## config.mk

```make
export PLATFORM = sky130hd
export DESIGN_NAME = brent_kung_pipe_adder
export DESIGN_NICKNAME = d
export VERILOG_FILES = /design/src/rtl/brent_kung_pipe_adder.sv
export SDC_FILE = /design/constraint.sdc
export NUM_CORES = 1
export LEC_CHECK = 0
export CAP_MARGIN = 20
export CORE_MARGIN = 4
export CORE_UTILIZATION = 25
export DETAILED_ROUTE_END_ITERATION = 12
export DONT_BUFFER_PORTS = 1
export HOLD_SLACK_MARGIN = 0.1
export PLACE_DENSITY = 0.36
export SYNTH_ARGS = -nofsm -noshare
export SYNTH_HDL_FRONTEND = slang
export SYNTH_SLANG_ARGS = --single-unit
```

## constraint.sdc

```tcl
create_clock -name clk -period 5.38 [get_ports clk]
set_input_delay 1.345 -clock clk [delete_from_list [all_inputs] [get_ports clk]]
set_output_delay 1.345 -clock clk [all_outputs]
set_load 0.005 [all_outputs]
```

## src/rtl/brent_kung_pipe_adder.sv

```systemverilog
// Three-stage pipelined Brent-Kung adder/subtractor with a valid/ready stream and a global stall.
// Optional signed-overflow output is enabled by defining BK_OVF_FLAG_EN.
module brent_kung_pipe_adder #(
  parameter int WIDTH  = 16,
  parameter int SUB_EN = 1
) (
  input  logic             clk,
  input  logic             rst,
  input  logic             in_valid,
  output logic             in_ready,
  input  logic [WIDTH-1:0] in1,
  input  logic [WIDTH-1:0] in2,
  input  logic             cin,
  input  logic             op_sub,
  output logic             out_valid,
  input  logic             out_ready,
  output logic [WIDTH-1:0] sum,
  output logic             cout
`ifdef BK_OVF_FLAG_EN
  ,
  output logic             ovf
`endif
);

  localparam int LVLS = $clog2(WIDTH);

  logic             w_en;
  logic             w_sub;
  logic             w_c0;
  logic [WIDTH-1:0] w_b;
  logic [WIDTH-1:0] w_p;
  logic [WIDTH-1:0] w_g;
  logic             w_gbit0;

  logic             r_vld_p0, r_vld_p1, r_vld_p2;
  logic [WIDTH-1:0] r_p_p0, r_g_p0;
  logic             r_c0_p0;

  logic [WIDTH-1:0] w_gu, w_pu;
  logic [WIDTH-1:0] r_gu_p1, r_pu_p1, r_p_p1;
  logic             r_c0_p1;

  logic [WIDTH-1:0] w_gd;
  logic [WIDTH-1:0] w_sum;
  logic [WIDTH-1:0] r_sum_p2;
  logic             r_cout_p2;

  assign w_en     = !r_vld_p2 || out_ready;
  assign in_ready = w_en;

  assign w_sub   = (SUB_EN != 0) && op_sub;
  assign w_b     = in2 ^ {WIDTH{w_sub}};
  assign w_c0    = w_sub || cin;
  assign w_p     = in1 ^ w_b;
  assign w_g     = in1 & w_b;
  assign w_gbit0 = w_g[0] | (w_p[0] & w_c0);

  // S0: operand capture; bit 0 generate already folds in the carry-in
  always_ff @(posedge clk or posedge rst) begin
    if (rst) begin
      r_vld_p0 <= 1'b0;
      r_p_p0   <= '0;
      r_g_p0   <= '0;
      r_c0_p0  <= 1'b0;
    end else if (w_en) begin
      r_vld_p0 <= in_valid;
      r_p_p0   <= w_p;
      r_g_p0   <= {w_g[WIDTH-1:1], w_gbit0};
      r_c0_p0  <= w_c0;
    end
  end

  always_comb begin
    w_gu = r_g_p0;
    w_pu = r_p_p0;
    for (int l = 0; l < LVLS; l++) begin
      for (int i = (1 << (l + 1)) - 1; i < WIDTH; i += (1 << (l + 1))) begin
        w_gu[i] = w_gu[i] | (w_pu[i] & w_gu[i - (1 << l)]);
        w_pu[i] = w_pu[i] & w_pu[i - (1 << l)];
      end
    end
  end

  // S1: up-sweep tree nodes registered alongside bitwise propagate
  always_ff @(posedge clk or posedge rst) begin
    if (rst) begin
      r_vld_p1 <= 1'b0;
      r_gu_p1  <= '0;
      r_pu_p1  <= '0;
      r_p_p1   <= '0;
      r_c0_p1  <= 1'b0;
    end else if (w_en) begin
      r_vld_p1 <= r_vld_p0;
      r_gu_p1  <= w_gu;
      r_pu_p1  <= w_pu;
      r_p_p1   <= r_p_p0;
      r_c0_p1  <= r_c0_p0;
    end
  end

  // Down-sweep only needs group generate; each node is finished exactly once.
  always_comb begin
    w_gd = r_gu_p1;
    for (int l = LVLS - 2; l >= 0; l--) begin
      for (int i = 3 * (1 << l) - 1; i < WIDTH; i += (1 << (l + 1))) begin
        w_gd[i] = w_gd[i] | (r_pu_p1[i] & w_gd[i - (1 << l)]);
      end
    end
  end

  assign w_sum = r_p_p1 ^ {w_gd[WIDTH-2:0], r_c0_p1};

  // S2: output registers
  always_ff @(posedge clk or posedge rst) begin
    if (rst) begin
      r_vld_p2  <= 1'b0;
      r_sum_p2  <= '0;
      r_cout_p2 <= 1'b0;
    end else if (w_en) begin
      r_vld_p2  <= r_vld_p1;
      r_sum_p2  <= w_sum;
      r_cout_p2 <= w_gd[WIDTH-1];
    end
  end

  assign out_valid = r_vld_p2;
  assign sum       = r_sum_p2;
  assign cout      = r_cout_p2;

`ifdef BK_OVF_FLAG_EN
  logic r_amsb_p0, r_bmsb_p0, r_amsb_p1, r_bmsb_p1, r_ovf_p2;
  logic w_ovf;

  assign w_ovf = (r_amsb_p1 == r_bmsb_p1) && (w_sum[WIDTH-1] != r_amsb_p1);

  always_ff @(posedge clk or posedge rst) begin
    if (rst) begin
      r_amsb_p0 <= 1'b0;
      r_bmsb_p0 <= 1'b0;
      r_amsb_p1 <= 1'b0;
      r_bmsb_p1 <= 1'b0;
      r_ovf_p2  <= 1'b0;
    end else if (w_en) begin
      r_amsb_p0 <= in1[WIDTH-1];
      r_bmsb_p0 <= w_b[WIDTH-1];
      r_amsb_p1 <= r_amsb_p0;
      r_bmsb_p1 <= r_bmsb_p0;
      r_ovf_p2  <= w_ovf;
    end
  end

  assign ovf = r_ovf_p2;
`endif

endmodule

```

==> impl_results.rst <==
.. list-table::
   :header-rows: 1

   * - Metric
     - Value
   * - Standard-cell row count
     - 46
   * - Shortest clock period the worst path allows after layout
     - 2880 ps
   * - Inserted Diodes
     - 0
   * - Largest driver fanout on the critical path
     - 5
   * - Worst setup slack for register-to-register paths
     - 3410 ps
   * - Routed Antenna Nets
     - 0
   * - Final Cycle Share
     - 0.535
   * - # IOs
     - 57
   * - Final hold violations
     - 0
   * - Via count
     - 2633
   * - Commonest cells after routing, fill and taps aside
     - sky130_fd_sc_hd__nand2_1, sky130_fd_sc_hd__dfrtp_1, sky130_fd_sc_hd__xor2_1, sky130_fd_sc_hd__ha_1, sky130_fd_sc_hd__nor2_1
   * - Max clock buf depth
     - 2
   * - Unrepaired setup endpoints after global routing
     - false
   * - Commonest non-fill, non-tap cell in the layout
     - sky130_fd_sc_hd__nand2_1
   * - Power density over the cells
     - 502 nW/µm²
   * - Static Leakage
     - 2.29 nW
   * - Core box area
     - 16100 µm²
   * - Signal arrival time at the worst endpoint
     - 1530 ps
   * - Vias in the first global route
     - 2703
   * - Number of vias per cell
     - 3.98
   * - Number of H-tree levels
     - 3
   * - Total stage count of the critical path
     - 2
   * - P&R area growth vs syn
     - 10.3%
   * - Library cells used by synthesis
     - 27
   * - First DRT Iteration DRCs
     - 199
   * - Clock-pin slew of the registers on the worst-case setup and hold paths
     - 60 ps
   * - FF-to-FF path depth
     - 6
   * - First-pass GRT wire length
     - 14500 µm
   * - Port-buffer cells
     - 0
   * - Number of maximum-capacitance constraint violations
     - 0
   * - Count of cells resized by post-cts repair
     - 0
   * - Average wire length per cell after detail routing
     - 13.0 µm
   * - HP Class
     - flop to flop
   * - Area of all placed cells without fillers
     - 4560 µm²
   * - CTS tree
     - built
   * - Final-layout fill cell count
     - 1737
   * - Syn nets
     - 510
   * - Setup crit end
     - in_ready
   * - Multi-input combinational cell area
     - 1690 µm²
   * - Number of buffers created by CTS
     - 9
   * - Mapped Area
     - 4130 µm²
   * - Number of buffers inserted for hold repair after clock tree synthesis
     - 0
   * - Net total in the final layout
     - 502
   * - Register area
     - 2250 µm²
   * - Fin. max-slew vios
     - 0
   * - Sequential area share after synthesis
     - 0.545
   * - Number of buffers inserted to repair setup after CTS
     - 0
   * - Placed instance area
     - 4250 µm²
   * - Total global routing track utilization
     - 0.101
   * - Count of yosys warnings during synthesis
     - 0
   * - Worst Clk Skew
     - 5.01 ps
   * - Worst-case vdd ir drop
     - 0.164 mV
   * - Headroom to the max-slew limit
     - 0.352
   * - Ratio of cells with drive above 1 in the final layout
     - 0.0584
   * - Detailed Route WL
     - 8620 µm
   * - Required time of the critical path
     - 4030 ps
   * - Sum Neg Setup Slack
     - 0 ps
   * - Upper clock frequency limit
     - 348 MHz
   * - Total of endpoints with negative setup slack in the final report
     - 0
   * - Worst reg2reg path startpoint
     - out_valid
   * - Synthesized flop and latch total
     - 90
   * - Floorplan die area
     - 18700 µm²
   * - Run status
     - finished, final reports clean
   * - Gate family responsible for the most delay along the worst path
     - simple AND/OR/NAND/NOR gates
   * - Post-DP HPWL
     - 5790 µm
   * - Critical path's slowest cell
     - sky130_fd_sc_hd__nor2b_4
   * - Critical-path cell list
     - nor2b_4 -> inv_2
   * - Total power after layout
     - 2.29 mW
   * - Initial core utilization
     - 0.257
   * - Critical Path Max Stage Delay
     - 100 ps
   * - Detailed-route DRC error count
     - 0
   * - Measured slew at the worst slew-check pin
     - 972 ps
   * - Clock Sink Count
     - 90
   * - Crit path from
     - out_ready
   * - Clock latency on the worst-skew pair
     - 330 ps
   * - Capturing element type of the critical path
     - primary output
   * - Global placement routability congestion
     - 0.707
   * - Kind of start point of the critical path
     - primary input
   * - Reg2reg end
     - r_gu_p1[15]
   * - Die Width
     - 137 µm
   * - Average cell area after synthesis
     - 9.20 µm²
   * - Height of the die
     - 137 µm
   * - Type of the worst setup path
     - primary input to primary output
   * - Number of antenna violations at the first check in global routing
     - 0
   * - Total congestion overflow
     - 0
   * - Buffers and inverters on the worst path
     - 1
   * - First-pass iteration count of the detailed router
     - 4
   * - Post-layout util
     - 0.284
   * - Largest net degree at the start of global routing
     - 98
   * - Cells after Synth
     - 449
   * - Buffer type at the clock tree root
     - sky130_fd_sc_hd__clkbuf_16
cells by family (layout without fill, tap and decap cells):
| group | count (synthesis) | in the layout | synth area share |
|---|---|---|---|
| fa+ha+maj | 23 | 23 | 0.0696 |
| buf+inv | 26 | 22 | 0.0463 |
| compound gates | 40 | 40 | 0.0587 |
| flops | 90 | 90 | 0.545 |
| simple gates | 245 | 245 | 0.227 |
| xor+xnor | 25 | 25 | 0.0530 |
final cells by class:
type	instances	area share
Multi-Input combinational cell	333	0.371
Sequential cell	90	0.494
Timing Repair Buffer	3	0.00494
Clock buffer	13	0.0593
Clock inverter	2	0.00769
Inverter	4	0.00384
Tap cell	216	0.0593
routing by layer:
layer  up-vias  track usage  wire (µm)  share of wire
met5         -            0          0              0
met4         0       0.0386        132          0.015
met3         7       0.0360        562          0.065
met2        42        0.150       3890           0.45
met1      1193        0.135       4040           0.47
li1       1391            -          -              -
worst min path at each step:
| stage | from | end | slack (ps) | depth (start not counted) |
|---|---|---|---|---|
| 2_1_floorplan | r_vld_p1 | r_vld_p1 | 430 | 2 |
| 3_3_place_gp | r_vld_p1 | r_vld_p1 | 440 | 2 |
| 3_5_place_dp | r_vld_p1 | r_vld_p1 | 450 | 2 |
| 4_1_cts | r_vld_p1 | r_vld_p1 | 460 | 2 |
| 5_1_grt | r_vld_p1 | out_valid | 480 | 1 |
| 6_report | r_vld_p1 | r_vld_p1 | 450 | 2 |
worst register-to-register path: stages, from the launching register on:
cell                       delay, ps
sky130_fd_sc_hd__dfrtp_1         390
sky130_fd_sc_hd__nor2b_4         140
sky130_fd_sc_hd__inv_2           130
sky130_fd_sc_hd__buf_4           680
sky130_fd_sc_hd__o211ai_1        200
sky130_fd_sc_hd__a22oi_1         230
sky130_fd_sc_hd__o21ai_1          80
power breakdown:
part	switching (mW)	internal [mW]	total [mW]
combinational	0.344	0.210	0.554
sequential	0.172	0.918	1.09
clock	0.249	0.395	0.644
total	0.765	1.52	2.29
Yosys cell counts:
cell type	count	area [µm²]
sky130_fd_sc_hd__a211oi_2	1	12.5
sky130_fd_sc_hd__a21o_1	4	30.0
sky130_fd_sc_hd__a21oi_1	9	45.0
sky130_fd_sc_hd__a21oi_2	5	43.8
sky130_fd_sc_hd__a22oi_1	1	7.51
sky130_fd_sc_hd__a31oi_1	1	6.26
sky130_fd_sc_hd__buf_2	9	45.0
sky130_fd_sc_hd__buf_4	1	7.51
sky130_fd_sc_hd__buf_6	9	101
sky130_fd_sc_hd__buf_8	1	15.0
sky130_fd_sc_hd__clkbuf_1	2	7.51
sky130_fd_sc_hd__dfrtp_1	90	2250
sky130_fd_sc_hd__ha_1	23	288
sky130_fd_sc_hd__inv_1	3	11.3
sky130_fd_sc_hd__inv_2	1	3.75
sky130_fd_sc_hd__nand2_1	217	815
sky130_fd_sc_hd__nand2b_1	2	12.5
sky130_fd_sc_hd__nand3_1	1	5.00
sky130_fd_sc_hd__nand4_1	1	6.26
sky130_fd_sc_hd__nor2_1	22	82.6
sky130_fd_sc_hd__nor2b_4	1	13.8
sky130_fd_sc_hd__nor3_1	1	5.00
sky130_fd_sc_hd__o211ai_1	1	7.51
sky130_fd_sc_hd__o21ai_0	17	85.1
sky130_fd_sc_hd__o21ai_1	1	5.00
sky130_fd_sc_hd__xnor2_1	2	17.5
sky130_fd_sc_hd__xor2_1	23	201
per-stage QoR:
step / cells / hold slack, ps / setup WS, ps
after global routing: 661 / 481 / 2480
final: 661 / 455 / 2500
after global placement: 646 / 441 / 2490
after detailed placement: 646 / 447 / 2490
after floorplan: 449 / 430 / 1700
after CTS: 661 / 461 / 2490
registers in the layout, indices dropped and copies added (netlist names):
name / cells
cout: 1
r_vld_p1: 1
r_p_p0: 16
r_c0_p0: 1
r_p_p1: 9
r_gu_p1: 16
r_g_p0: 16
r_pu_p1: 11
out_valid: 1
sum: 16
r_vld_p0: 1
r_c0_p1: 1
No activity file was read; power rests on OpenSTA's default activity.
==> patch: new RTL, same settings <==
Change the parameter `SUB_EN` from 1 to 0.
--- a/src/rtl/brent_kung_pipe_adder.sv
+++ b/src/rtl/brent_kung_pipe_adder.sv
@@ -2,7 +2,7 @@
 // Optional signed-overflow output is enabled by defining BK_OVF_FLAG_EN.
 module brent_kung_pipe_adder #(
   parameter int WIDTH  = 16,
-  parameter int SUB_EN = 1
+  parameter int SUB_EN = 0
 ) (
   input  logic             clk,
   input  logic             rst,
Function: changed (Yosys sat finds a counterexample within 4 cycles, from zero or initial values and one cycle with rst high).
==> patch against the unedited design <==
Routed wire length shrank 6.2%. Setup slack gained 4.5 ps. Via count shrank 1.4%. Final area shrank 3.4%. Global-route usage shrank 0.20 points. Power shrank 2.0%. Synthesized area shrank 5.4%. Sequential cell count is the same. Combinational power shrank 11%. Die area shrank 5.1%. First-iteration DRC count shrank 55%.
==> patch: results (changes against the unedited design) <==
via count - 2596 (was 2633)
met1 GRT Util - 13.0% (was 13.5%)
clock skew - 3.60 ps (was 5.01 ps)
largest net degree at the start of global routing - 100 (was 98)
Seq/Total Area, Yosys - 57.6% (was 54.5%)
share of cells above drive strength 1 - 5.13% (was 5.84%)
crit-path max FO - 2 (was 5)
FF-to-FF setup slack - 3440 ps (was 3410 ps)
Net count, final - 485 (was 502)
FF-to-FF path depth - 5 (was 6)
Leakage - 2.23 nW (was 2.29 nW)
outcome - complete, no violations (unchanged)
met3 WL - 340 µm (was 562 µm)
M3 GR Usage - 2.43% (was 3.60%)
first-pass GRT wire length - 13.8 mm (was 14.5 mm)
hpwl dp - 5.18 mm (was 5.79 mm)
pre-CTS WS - 2490 ps (about the same)
routed length on met2 - 3.64 mm (was 3.89 mm)
final wirelength - 8.09 mm (was 8.62 mm)
Placed Area - 0.00408 mm² (was 0.00425 mm²)
top post-synthesis cells by count - nand2_1, dfrtp_1, ha_1 (was nand2_1, dfrtp_1, ha_1, xor2_1, nor2_1)
All-Layer GR Usage - 9.91% (was 10.1%)
measured slew at the worst slew-check pin - 1000 ps (was 972 ps)
routing usage on met2 - 14.9% (was 15.0%)
Met1 Routed Length - 3.91 mm (was 4.04 mm)
Iter 0 DRT Violations - 90 (was 199)
distinct cell type count after synthesis - 22 (was 27)
CP peak stage delay - 120 ps (was 100 ps)
==> patch: changes by cell type in the layout (fill, tap and decap cells not counted) <==
cell        delta
a21oi_2        -5
bufinv_16      +1
inv_2          -1
clkinv_2       +2
clkinvlp_4     +1
a31oi_1        -1
clkbuf_8       -2
inv_1          -1
nor3_1         -1
nand2_1        +4
xor2_1        -16
a21oi_1        +6
nor2_1         -3
==> patch: cell families (layout without fill, tap and decap cells) <==
logic type | after synthesis | after routing | synth area share (%)
AOI/OAI and AO/OA | 40 | 40 | 5.70
xor gates and xnor gates | 9 | 9 | 2.02
adders and majority gates | 23 | 23 | 7.36
buffers and inverters | 22 | 22 | 3.30
DFF | 90 | 90 | 57.6
and+or+nand+nor | 245 | 245 | 24.0
==> patch: layout make-up <==
cell class	count	area, µm²
flip-flops and latches	90	2250
clock inverters	5	77.6
repair buffers	3	22.5
clock buffers	11	243
inverters	3	15.0
well taps	211	264
fillers	1651	10900
multi-input cells	317	1530
==> patch: through the flow <==
stage | hold WS (ps) | instances | utilization [%]
after floorplan | 430 | 429 | -
final | 468 | 640 | 28.8
after global routing | 492 | 640 | 28.8
after CTS | 472 | 640 | 28.8
after detailed placement | 457 | 624 | 26.7
after global placement | 445 | 624 | 26.7
==> patch: power groups by stage <==
| stage | logic [mW] | registers [mW] | clock network [mW] |
|---|---|---|---|
| final | 0.492 | 1.07 | 0.682 |
| after global placement | 0.508 | 1.08 | 0 |
| after detailed placement | 0.512 | 1.09 | 0 |
| after global routing | 0.599 | 1.11 | 0.731 |
| after floorplan | 0.420 | 1.04 | 0 |
| after CTS | 0.514 | 1.08 | 0.706 |
==> patch: worst min-delay path: stages, from the launching register on <==
cell     delay, ps
dfrtp_1        340
nand2_1         50
nand2_1         50
